[src/rtl/traffic_conflict_monitor_if.sv]
// Lamp request / lamp drive bundle between an intersection controller and
// the traffic_conflict_monitor safety stage.
interface traffic_conflict_monitor_if;
    logic ns_red;
    logic ns_yellow;
    logic ns_green;
    logic ew_red;
    logic ew_yellow;
    logic ew_green;
    logic clear_fault;
    logic ns_red_o;
    logic ns_yellow_o;
    logic ns_green_o;
    logic ew_red_o;
    logic ew_yellow_o;
    logic ew_green_o;
    logic fault;
    logic [1:0] fault_code;

    // Controller side: issues lamp requests and fault clears, watches drives.
    modport master (
        output ns_red, ns_yellow, ns_green,
        output ew_red, ew_yellow, ew_green,
        output clear_fault,
        input  ns_red_o, ns_yellow_o, ns_green_o,
        input  ew_red_o, ew_yellow_o, ew_green_o,
        input  fault, fault_code
    );

    // Monitor side: checks requests and produces the lamp drives.
    modport slave (
        input  ns_red, ns_yellow, ns_green,
        input  ew_red, ew_yellow, ew_green,
        input  clear_fault,
        output ns_red_o, ns_yellow_o, ns_green_o,
        output ew_red_o, ew_yellow_o, ew_green_o,
        output fault, fault_code
    );
endinterface

[src/rtl/traffic_conflict_monitor.sv]
// Traffic conflict monitor: passes legal lamp requests through with one cycle
// of latency, forces all-red on illegal requests, and latches a flashing-red
// FAULT state after FAULT_FILTER consecutive illegal cycles.
// Optional feature macro: MON_SEQUENCE_CHECK_EN adds green->red and
// short-yellow->red sequence checking (fault_code 10).
module traffic_conflict_monitor #(
    parameter int STARTUP_CYCLES    = 3,
    parameter int FAULT_FILTER      = 2,
    parameter int FLASH_HALF_PERIOD = 4,
    parameter int MIN_YELLOW        = 2
) (
    input logic clk,
    input logic reset,
    traffic_conflict_monitor_if.slave bus
);
    typedef enum logic [1:0] {STARTUP, PASS, FAULT} state_t;

    localparam logic [1:0]  CODE_NONE     = 2'b00;
    localparam logic [1:0]  CODE_CONFLICT = 2'b01;
    localparam logic [1:0]  CODE_SEQUENCE = 2'b10;
    localparam logic [15:0] STARTUP_LAST  = 16'(STARTUP_CYCLES - 1);
    localparam logic [3:0]  FILTER_LIMIT  = 4'(FAULT_FILTER);
    localparam logic [7:0]  FLASH_LAST    = 8'(FLASH_HALF_PERIOD - 1);
    localparam logic [2:0]  LAMP_RED      = 3'b100;

    state_t      state;
    logic [15:0] startup_cnt;
    logic [3:0]  filter_cnt;
    logic [7:0]  flash_cnt;
    logic        flash;
    logic [2:0]  ns_lamp;   // {red, yellow, green}
    logic [2:0]  ew_lamp;
    logic        fault_q;
    logic [1:0]  code_q;

    logic [2:0]  ns_in;
    logic [2:0]  ew_in;
    logic        legal;
    logic        seq_err;
    logic        clear_req;

    assign ns_in = {bus.ns_red, bus.ns_yellow, bus.ns_green};
    assign ew_in = {bus.ew_red, bus.ew_yellow, bus.ew_green};
    assign legal = $onehot(ns_in) && $onehot(ew_in) && (ns_in[2] || ew_in[2]);
    // A fault clear re-enters STARTUP exactly as a reset would.
    assign clear_req = (state == FAULT) && bus.clear_fault && legal;

`ifdef MON_SEQUENCE_CHECK_EN
    localparam logic [7:0] MIN_YELLOW_L = 8'(MIN_YELLOW);

    // Last legal lamp seen in PASS per direction; 000 means no history yet.
    logic [2:0] ns_prev;
    logic [2:0] ew_prev;
    logic [7:0] ns_yrun;
    logic [7:0] ew_yrun;

    function automatic logic seq_violation(input logic [2:0] cur, input logic [2:0] prev,
                                           input logic [7:0] yrun);
        return cur[2] && (prev[0] || (prev[1] && (yrun < MIN_YELLOW_L)));
    endfunction

    function automatic logic [7:0] next_yrun(input logic [2:0] cur, input logic [2:0] prev,
                                             input logic [7:0] yrun);
        if (!cur[1])
            return 8'd0;
        if (!prev[1])
            return 8'd1;
        return (yrun == 8'hFF) ? yrun : yrun + 8'd1;
    endfunction

    assign seq_err = seq_violation(ns_in, ns_prev, ns_yrun) ||
                     seq_violation(ew_in, ew_prev, ew_yrun);
`else
    logic unused_min_yellow;
    assign unused_min_yellow = ^MIN_YELLOW;
    assign seq_err = 1'b0;
`endif

    // Monitor FSM with registered lamp drives, fault flag and counters.
    always_ff @(posedge clk) begin
        if (reset || clear_req) begin
            state       <= STARTUP;
            startup_cnt <= '0;
            filter_cnt  <= '0;
            flash_cnt   <= '0;
            flash       <= 1'b0;
            ns_lamp     <= LAMP_RED;
            ew_lamp     <= LAMP_RED;
            fault_q     <= 1'b0;
            code_q      <= CODE_NONE;
`ifdef MON_SEQUENCE_CHECK_EN
            ns_prev     <= '0;
            ew_prev     <= '0;
            ns_yrun     <= '0;
            ew_yrun     <= '0;
`endif
        end else begin
            case (state)
                STARTUP: begin
                    ns_lamp <= LAMP_RED;
                    ew_lamp <= LAMP_RED;
                    if (startup_cnt == STARTUP_LAST) begin
                        state       <= PASS;
                        startup_cnt <= '0;
                    end else begin
                        startup_cnt <= startup_cnt + 16'd1;
                    end
                end
                PASS: begin
                    // A filter already at its limit wins over a same-cycle sequence error.
                    if ((filter_cnt >= FILTER_LIMIT) || (legal && seq_err)) begin
                        state     <= FAULT;
                        fault_q   <= 1'b1;
                        code_q    <= (filter_cnt >= FILTER_LIMIT) ? CODE_CONFLICT : CODE_SEQUENCE;
                        flash     <= 1'b1;
                        flash_cnt <= '0;
                        ns_lamp   <= LAMP_RED;
                        ew_lamp   <= LAMP_RED;
                    end else if (legal) begin
                        ns_lamp    <= ns_in;
                        ew_lamp    <= ew_in;
                        filter_cnt <= '0;
`ifdef MON_SEQUENCE_CHECK_EN
                        ns_prev    <= ns_in;
                        ew_prev    <= ew_in;
                        ns_yrun    <= next_yrun(ns_in, ns_prev, ns_yrun);
                        ew_yrun    <= next_yrun(ew_in, ew_prev, ew_yrun);
`endif
                    end else begin
                        ns_lamp <= LAMP_RED;
                        ew_lamp <= LAMP_RED;
                        if (filter_cnt != FILTER_LIMIT)
                            filter_cnt <= filter_cnt + 4'd1;
                    end
                end
                FAULT: begin
                    if (flash_cnt == FLASH_LAST) begin
                        flash_cnt <= '0;
                        flash     <= ~flash;
                        ns_lamp   <= {~flash, 2'b00};
                        ew_lamp   <= {~flash, 2'b00};
                    end else begin
                        flash_cnt <= flash_cnt + 8'd1;
                        ns_lamp   <= {flash, 2'b00};
                        ew_lamp   <= {flash, 2'b00};
                    end
                end
                default: state <= STARTUP;
            endcase
        end
    end

    assign bus.ns_red_o    = ns_lamp[2];
    assign bus.ns_yellow_o = ns_lamp[1];
    assign bus.ns_green_o  = ns_lamp[0];
    assign bus.ew_red_o    = ew_lamp[2];
    assign bus.ew_yellow_o = ew_lamp[1];
    assign bus.ew_green_o  = ew_lamp[0];
    assign bus.fault       = fault_q;
    assign bus.fault_code  = code_q;
endmodule

[src/flat_wrapper.sv]
// flat-port wrapper written by rule: the top's interface ports become plain ports
module traffic_conflict_monitor_flat 
#(
    parameter int STARTUP_CYCLES    = 3,
    parameter int FAULT_FILTER      = 2,
    parameter int FLASH_HALF_PERIOD = 4,
    parameter int MIN_YELLOW        = 2
)
  (clk, reset, bus_ns_red, bus_ns_yellow, bus_ns_green, bus_ew_red, bus_ew_yellow, bus_ew_green, bus_clear_fault, bus_ns_red_o, bus_ns_yellow_o, bus_ns_green_o, bus_ew_red_o, bus_ew_yellow_o, bus_ew_green_o, bus_fault, bus_fault_code);
  traffic_conflict_monitor_if bus_i ();
  input logic clk;
  input logic reset;
  input wire logic [$bits(bus_i.ns_red)-1:0] bus_ns_red;
  input wire logic [$bits(bus_i.ns_yellow)-1:0] bus_ns_yellow;
  input wire logic [$bits(bus_i.ns_green)-1:0] bus_ns_green;
  input wire logic [$bits(bus_i.ew_red)-1:0] bus_ew_red;
  input wire logic [$bits(bus_i.ew_yellow)-1:0] bus_ew_yellow;
  input wire logic [$bits(bus_i.ew_green)-1:0] bus_ew_green;
  input wire logic [$bits(bus_i.clear_fault)-1:0] bus_clear_fault;
  output wire logic [$bits(bus_i.ns_red_o)-1:0] bus_ns_red_o;
  output wire logic [$bits(bus_i.ns_yellow_o)-1:0] bus_ns_yellow_o;
  output wire logic [$bits(bus_i.ns_green_o)-1:0] bus_ns_green_o;
  output wire logic [$bits(bus_i.ew_red_o)-1:0] bus_ew_red_o;
  output wire logic [$bits(bus_i.ew_yellow_o)-1:0] bus_ew_yellow_o;
  output wire logic [$bits(bus_i.ew_green_o)-1:0] bus_ew_green_o;
  output wire logic [$bits(bus_i.fault)-1:0] bus_fault;
  output wire logic [$bits(bus_i.fault_code)-1:0] bus_fault_code;
  assign bus_i.ns_red = bus_ns_red;
  assign bus_i.ns_yellow = bus_ns_yellow;
  assign bus_i.ns_green = bus_ns_green;
  assign bus_i.ew_red = bus_ew_red;
  assign bus_i.ew_yellow = bus_ew_yellow;
  assign bus_i.ew_green = bus_ew_green;
  assign bus_i.clear_fault = bus_clear_fault;
  assign bus_ns_red_o = bus_i.ns_red_o;
  assign bus_ns_yellow_o = bus_i.ns_yellow_o;
  assign bus_ns_green_o = bus_i.ns_green_o;
  assign bus_ew_red_o = bus_i.ew_red_o;
  assign bus_ew_yellow_o = bus_i.ew_yellow_o;
  assign bus_ew_green_o = bus_i.ew_green_o;
  assign bus_fault = bus_i.fault;
  assign bus_fault_code = bus_i.fault_code;
  traffic_conflict_monitor #(.STARTUP_CYCLES(STARTUP_CYCLES), .FAULT_FILTER(FAULT_FILTER), .FLASH_HALF_PERIOD(FLASH_HALF_PERIOD), .MIN_YELLOW(MIN_YELLOW)) u_core (.clk(clk), .reset(reset), .bus(bus_i));
endmodule
[config.mk]
export PLATFORM = sky130hd
export DESIGN_NAME = traffic_conflict_monitor_flat
export DESIGN_NICKNAME = d
export VERILOG_FILES = /design/src/rtl/traffic_conflict_monitor_if.sv /design/src/rtl/traffic_conflict_monitor.sv /design/src/flat_wrapper.sv
export SDC_FILE = /design/constraint.sdc
export NUM_CORES = 1
export LEC_CHECK = 0
export ABC_AREA = 1
export CAP_MARGIN = 20
export CELL_PAD_IN_SITES_DETAIL_PLACEMENT = 0
export CELL_PAD_IN_SITES_GLOBAL_PLACEMENT = 1
export CORE_MARGIN = 1
export CORE_UTILIZATION = 35
export CTS_CLUSTER_DIAMETER = 40
export DETAILED_ROUTE_END_ITERATION = 12
export GPL_TIMING_DRIVEN = 1
export PLACE_DENSITY = 0.8
export SETUP_SLACK_MARGIN = 0.02
export SLEW_MARGIN = 20
export SYNTH_ARGS = -nofsm -noshare
export SYNTH_HDL_FRONTEND = slang
export SYNTH_SLANG_ARGS = --single-unit
[constraint.sdc]
create_clock -name clk -period 3.3 [get_ports clk]
set_input_delay 0.33 -clock clk [delete_from_list [all_inputs] [get_ports clk]]
set_output_delay 0.33 -clock clk [all_outputs]
set_load 0.05 [all_outputs]
; Word-level counts from Yosys, hierarchy flattened
; Cells that the tools add are included.
; Widths: inputs -> output; s select.
[totals]
input_bits = 9
wordCells = 63
register_bits = 38
output_inout_bits = 9
[classes]
addsub = 7
magnitude_cmp = 1
n_bitwise = 3
reduce_logical = 15
eq_ne = 10
n_mux = 19
[ops]
columns = op, n
row1 = $pmux 3 s3, 2
row2 = $add 16x1->16 const B, 1
row3 = $eq 16x2->1 const B, 1
row4 = $mux 16, 1
row5 = $mux 8, 2
row6 = $pmux 8 s2, 1
row7 = $mux 3, 5
row8 = $reduce_and 3->1, 3
row9 = $add 8x1->8 const B, 1
row10 = $eq 8x2->1 const B, 1
row11 = $mux 4, 2
row12 = $eq 2x1->1 const B, 3
row13 = $pmux 2 s3, 1
row14 = $add 1x1->2, 2
row15 = $add 2x1->2, 2
row16 = $add 4x1->4 const B, 1
row17 = $ge 4x2->1 const B, 1
row18 = $logic_and 1x1->1, 4
row19 = $mux 2, 2
row20 = $ne 2x1->1 const B, 2
row21 = $ne 4x2->1 const B, 1
row22 = $reduce_and 2->1, 2
row23 = $reduce_bool 2->1, 2
row24 = $not 1->1, 3
row25 = 7 further kinds, 9

; Longest topological paths before layout
[depth]
word_depth = 8
mapped_depth = 10
ltp_nobuf = 10

; Worst setup path before layout
; Ideal clock, no wire load.
[synth_path]
path_kind = input to register
from = input bus_ns_green
to = register u_core.flash
setup_time_ns = 0.122
arrival_ns = 1.635
cell_stages = 9
path_slack_ns = 1.544
cell_sequence = inv_1 fa_1 nor2_1 nand4_2 nor2_1 nor2_4 inv_2 buf_4 a21oi_1
[synth_via]
elab_chain_len = 7
[synth_rtl]
columns = item, line_no
row1 = from (decl), flat_wrapper.sv:15  ; input wire logic [$bits(bus_i.ns_green)-1:0] bus_ns_green;
row2 = $add 1x1->2 (implied by the code), traffic_conflict_monitor.sv:44  ; assign legal = $onehot(ns_in) && $onehot(ew_in) && (ns_in[2] || ew_in[2]);
row3 = $add 2x1->2 (implied by the code), traffic_conflict_monitor.sv:44
row4 = $eq 2x1->1, traffic_conflict_monitor.sv:44
row5 = $logic_and 1x1->1 (2 in series), traffic_conflict_monitor.sv:44
row6 = $logic_and 1x1->1, traffic_conflict_monitor.sv:46  ; assign clear_req = (state == FAULT) && bus.clear_fault && legal;
row7 = $logic_or 1x1->1, traffic_conflict_monitor.sv:81  ; if (reset || clear_req) begin
row8 = to (signal assigned), traffic_conflict_monitor.sv:139  ; flash <= ~flash;
row9 = to (decl), traffic_conflict_monitor.sv:30  ; logic flash;
; Every way passes these cells.
; A chain may end at the register's enable or synchronous reset.

; Worst setup path in the final report
[layout_path]
from = input bus_ew_green
to = register u_core.startup_cnt[13]
[layout_via]
elab_chain_len = 7
[layout_rtl]
columns = item, line_no
row1 = from (decl), flat_wrapper.sv:18  ; input wire logic [$bits(bus_i.ew_green)-1:0] bus_ew_green;
row2 = $add 1x1->2 (implied by the code), traffic_conflict_monitor.sv:44
row3 = $add 2x1->2 (implied by the code), traffic_conflict_monitor.sv:44
row4 = $eq 2x1->1, traffic_conflict_monitor.sv:44
row5 = $logic_and 1x1->1 (2 in series), traffic_conflict_monitor.sv:44
row6 = $logic_and 1x1->1, traffic_conflict_monitor.sv:46
row7 = $logic_or 1x1->1, traffic_conflict_monitor.sv:81
row8 = to (signal assigned), traffic_conflict_monitor.sv:106  ; startup_cnt <= startup_cnt + 16'd1;
row9 = to (decl), traffic_conflict_monitor.sv:27  ; logic [15:0] startup_cnt;
; Every way passes these cells.

==> flow_summary_export.csv <==
group,metric,value,unit
grt,grt_overflow,0,
timing,slew_violations,0,
power_and_ir_drop,total_power,1.226,mW
clock_tree,cts_resized,0,
grt,grt_max_degree,27,
floorplanning,chipHeight,80.94,µm
worst_setup_path,arrival,2430,ps
detailed_routing,drt_iter0_markers,77,
timing,worst_slew_pin_slew,533.1,ps
grt,track_usage,15.48,%
synth,syn_area,2181,µm²
timing,skew,3.092,ps
synth,avgSynthCellArea,6.858,µm²
timing,fmax,442.0,MHz
detailed_routing,ant_nets,0,
timing,period_minus_slack,2263,ps
timing,fin_tns_setup,0,ps
grt,antenna_found_initial,0,
synth,synth_area_leaders,"dfxtp_1 35%, nand2_1 13%, nor2_1 8.8%",
worst_setup_path,crit_path_max_fanout,26,
timing,final_hold_viol_count,0,
run_status,status,"finished, final reports clean",
timing,rsz0062_at_grt,"no",
power_and_ir_drop,clkPwrFrac,27.2,%
clock_tree,holdBufCountCts,0,
power_and_ir_drop,internal-power,0.7819,mW
synth,synth_commonest_cells,"77 x nand2_1, 51 x nor2_1, 39 x inv_1",
detailed_routing,wl_per_cell,10.86,µm
floorplanning,coreArea,5956,µm²
grt,grt_pass1_vias,1804,
worst_setup_path,cp_data_required_time,3460,ps
floorplanning,die_w,80.94,µm
clock_tree,h-tree-depth,2,
detailed_routing,wl,4.464,mm
power_and_ir_drop,peakVddDrop,0.2415,mV
layout,syn_to_final_growth,13.71,%
floorplanning,rows,28,
synth,synth_most_common_cell,"nand2_1",
power_and_ir_drop,power.switching,0.4441,mW
worst_setup_path,path_cells,"clkdlybuf4s50_1 -> inv_1 -> fa_1 -> nor2_1 -> nand4_2 -> nor2_1 -> nor2_4 -> inv_2 -> nor2_1",
floorplanning,die-area,6550,µm²
grt,grt_pass1_wl,7.845,mm
timing,max-slew-margin-rel,64.46,%
worst_setup_path,cpMostUsedCell,"nor2_1",
layout,drive_above_1_share,6.250,%
timing,setup_viol,0,
worst_setup_path,worstSetupPathType,"input port to register",
synth,synth_seq_area_share,34.88,%
layout,fill_cells,651,
synth,yosys_warnings,0,
power_and_ir_drop,seqPwrFrac,43.3,%
layout,seq_area,760.7,µm²
layout,final_nets,356,
worst_setup_path,cpPeakStageDelay,490,ps
clock_tree,cts_tree,"done",
detailed_routing,drc_errors,0,
clock_tree,clkTransAtPathRegs,70,ps
worst_setup_path,cpMaxStageDelayCell,"clkdlybuf4s50_1",
place,hpwl,3.266,mm
detailed_routing,dr_total_vias,1921,
clock_tree,cts-root-buf,"clkbuf_8",
place,place_ws,723.5,ps
clock_tree,cts_buffers,5,
layout,diodes,0,
power_and_ir_drop,swShare,36.23,%
worst_setup_path,critPathLaunchType,"input port",
detailed_routing,drt_pre_antenna_iters,4,
synth,ys_types,30,
power_and_ir_drop,pwr-share-comb,29.6,%
floorplanning,start_util,36.62,%
synth,syn_nets,339,
run,maxCapViolCount,0,
worst_setup_path,endpoint_kind,"register",
synth,ys_async_sr_fraction,0,%
timing,fin_ws,1037,ps
power_and_ir_drop,power_leakage,1.040,nW
clock_tree,clockBufferDepth,2,
clock_tree,clk_latency,290,ps
clock_tree,post-cts-setup-buffers,0,
detailed_routing,via_per_inst,4.674,
clock_tree,clock_sinks,38,
layout,multiInputGateArea,1220,µm²
floorplanning,pin_count,18,
power_and_ir_drop,power_density,494.4,nW/µm²
timing,finalCritPeriodShare,68.56,%
min_path,hold_path.class,"register to register",
layout,fin_util,41.64,%
synth,synth_flop_cell,"dfxtp_1",
place,io_buffers,16,
synth,synth_area_leader_cell,"dfxtp_1",
place,place.gp.congestion,0.7583,
synth,ys_seq_elements,38,
synth,synth_top_area_share,34.88,%
synth,synth_edf_count,0,
synth,syn_inst,318,
-- area by class of cell --
type | instances | area share (%)
sequential | 38 | 30.68
multi-input combinational | 233 | 49.19
tap | 75 | 3.784
clock inverter | 1 | 0.2018
clock buffer | 7 | 3.481
timing repair buffer | 16 | 6.458
inverter | 41 | 6.206
-- worst max-delay path, delay by kind of cell --
kind,cells,cell delay (ps)
buffers and inverters,3,940
AND/OR/NAND/NOR,5,670
adder cells (fa/ha/maj),1,470
-- routing by layer --
metal	global-route usage, %	up-vias	part of all wire [%]
met5	0	-	0
met4	4.821	0	1.2
met3	3.820	6	3.1
met2	27.14	23	48
met1	18.42	857	47
li1	-	1035	-
-- sequential cells by signal (all words and copies together) (netlist names) --
signal and flops:
u_core.flash 1, u_core.ew_lamp 3, u_core.bus.fault 1, u_core.filter_cnt 4, u_core.state 2, u_core.startup_cnt 16, u_core.ns_lamp 3, u_core.flash_cnt 8
-- power by group through the flow --
stage               Sequential, mW  Combinational (mW)  Clock, mW
global placement             0.541               0.364          0
global route                 0.537               0.418      0.361
floorplan                    0.551               0.272          0
detailed placement           0.542               0.368          0
CTS                          0.531               0.369      0.348
finish                       0.531               0.362      0.333
-- metrics by stage --
| stage | instance area, µm² | std cells | hold WS [ps] |
|---|---|---|---|
| 6_report | 2480 | 411 | 441.7 |
| 5_1_grt | 2480 | 411 | 481.5 |
| 4_1_cts | 2480 | 411 | 446.8 |
| 3_5_place_dp | 2389 | 403 | 435.3 |
| 3_3_place_gp | 2389 | 403 | 418.3 |
| 2_1_floorplan | 2181 | 318 | 408.7 |
-- final timing paths --
| path | start | slack, ps | cells past startpoint | end |
|---|---|---|---|---|
| hold / removal | u_core.filter_cnt[3] | 440 | 2 | u_core.filter_cnt[3] |
| hold reg to reg | u_core.filter_cnt[3] | 440 | 2 | u_core.filter_cnt[3] |
| setup / recovery | bus_ew_green | 1040 | 9 | u_core.startup_cnt[13] |
| setup reg to reg | u_core.state[0] | 1310 | 6 | u_core.startup_cnt[6] |
-- cells in the final DEF (no fill, tap or decap) --
master	instances
o21ai_0	7
clkdlybuf4s50_1	16
a21boi_0	1
nand2_4	1
fa_1	2
o21bai_2	1
nor2_4	3
nand3_2	1
xor2_1	6
nor2_1	51
conb_1	1
nor2_2	2
nand4_2	2
inv_1	39
xnor2_1	4
clkbuf_1	1
clkinv_2	1
o21ai_1	1
ha_1	10
nand2_1	77
a21oi_1	22
or2_2	1
nand2_2	1
dfxtp_1	38
o21bai_1	1
a31oi_1	1
clkbuf_8	6
nor3_1	6
inv_2	2
nand3_1	23
nand4_1	8
-- cells by family (layout without fill, tap and decap cells) --
logic type / count (synthesis) / after routing / share of synthesized area [%]
and+or+nand+nor: 176 / 176 / 35.80
buffers and inverters: 47 / 65 / 9.179
DFF: 38 / 38 / 34.88
AOI/OAI and AO/OA: 34 / 34 / 8.377
adders and majority gates: 12 / 12 / 7.573
xor gates and xnor gates: 10 / 10 / 4.016
other: 1 / 1 / 0.1720
(Power assumes the default switching activity.)
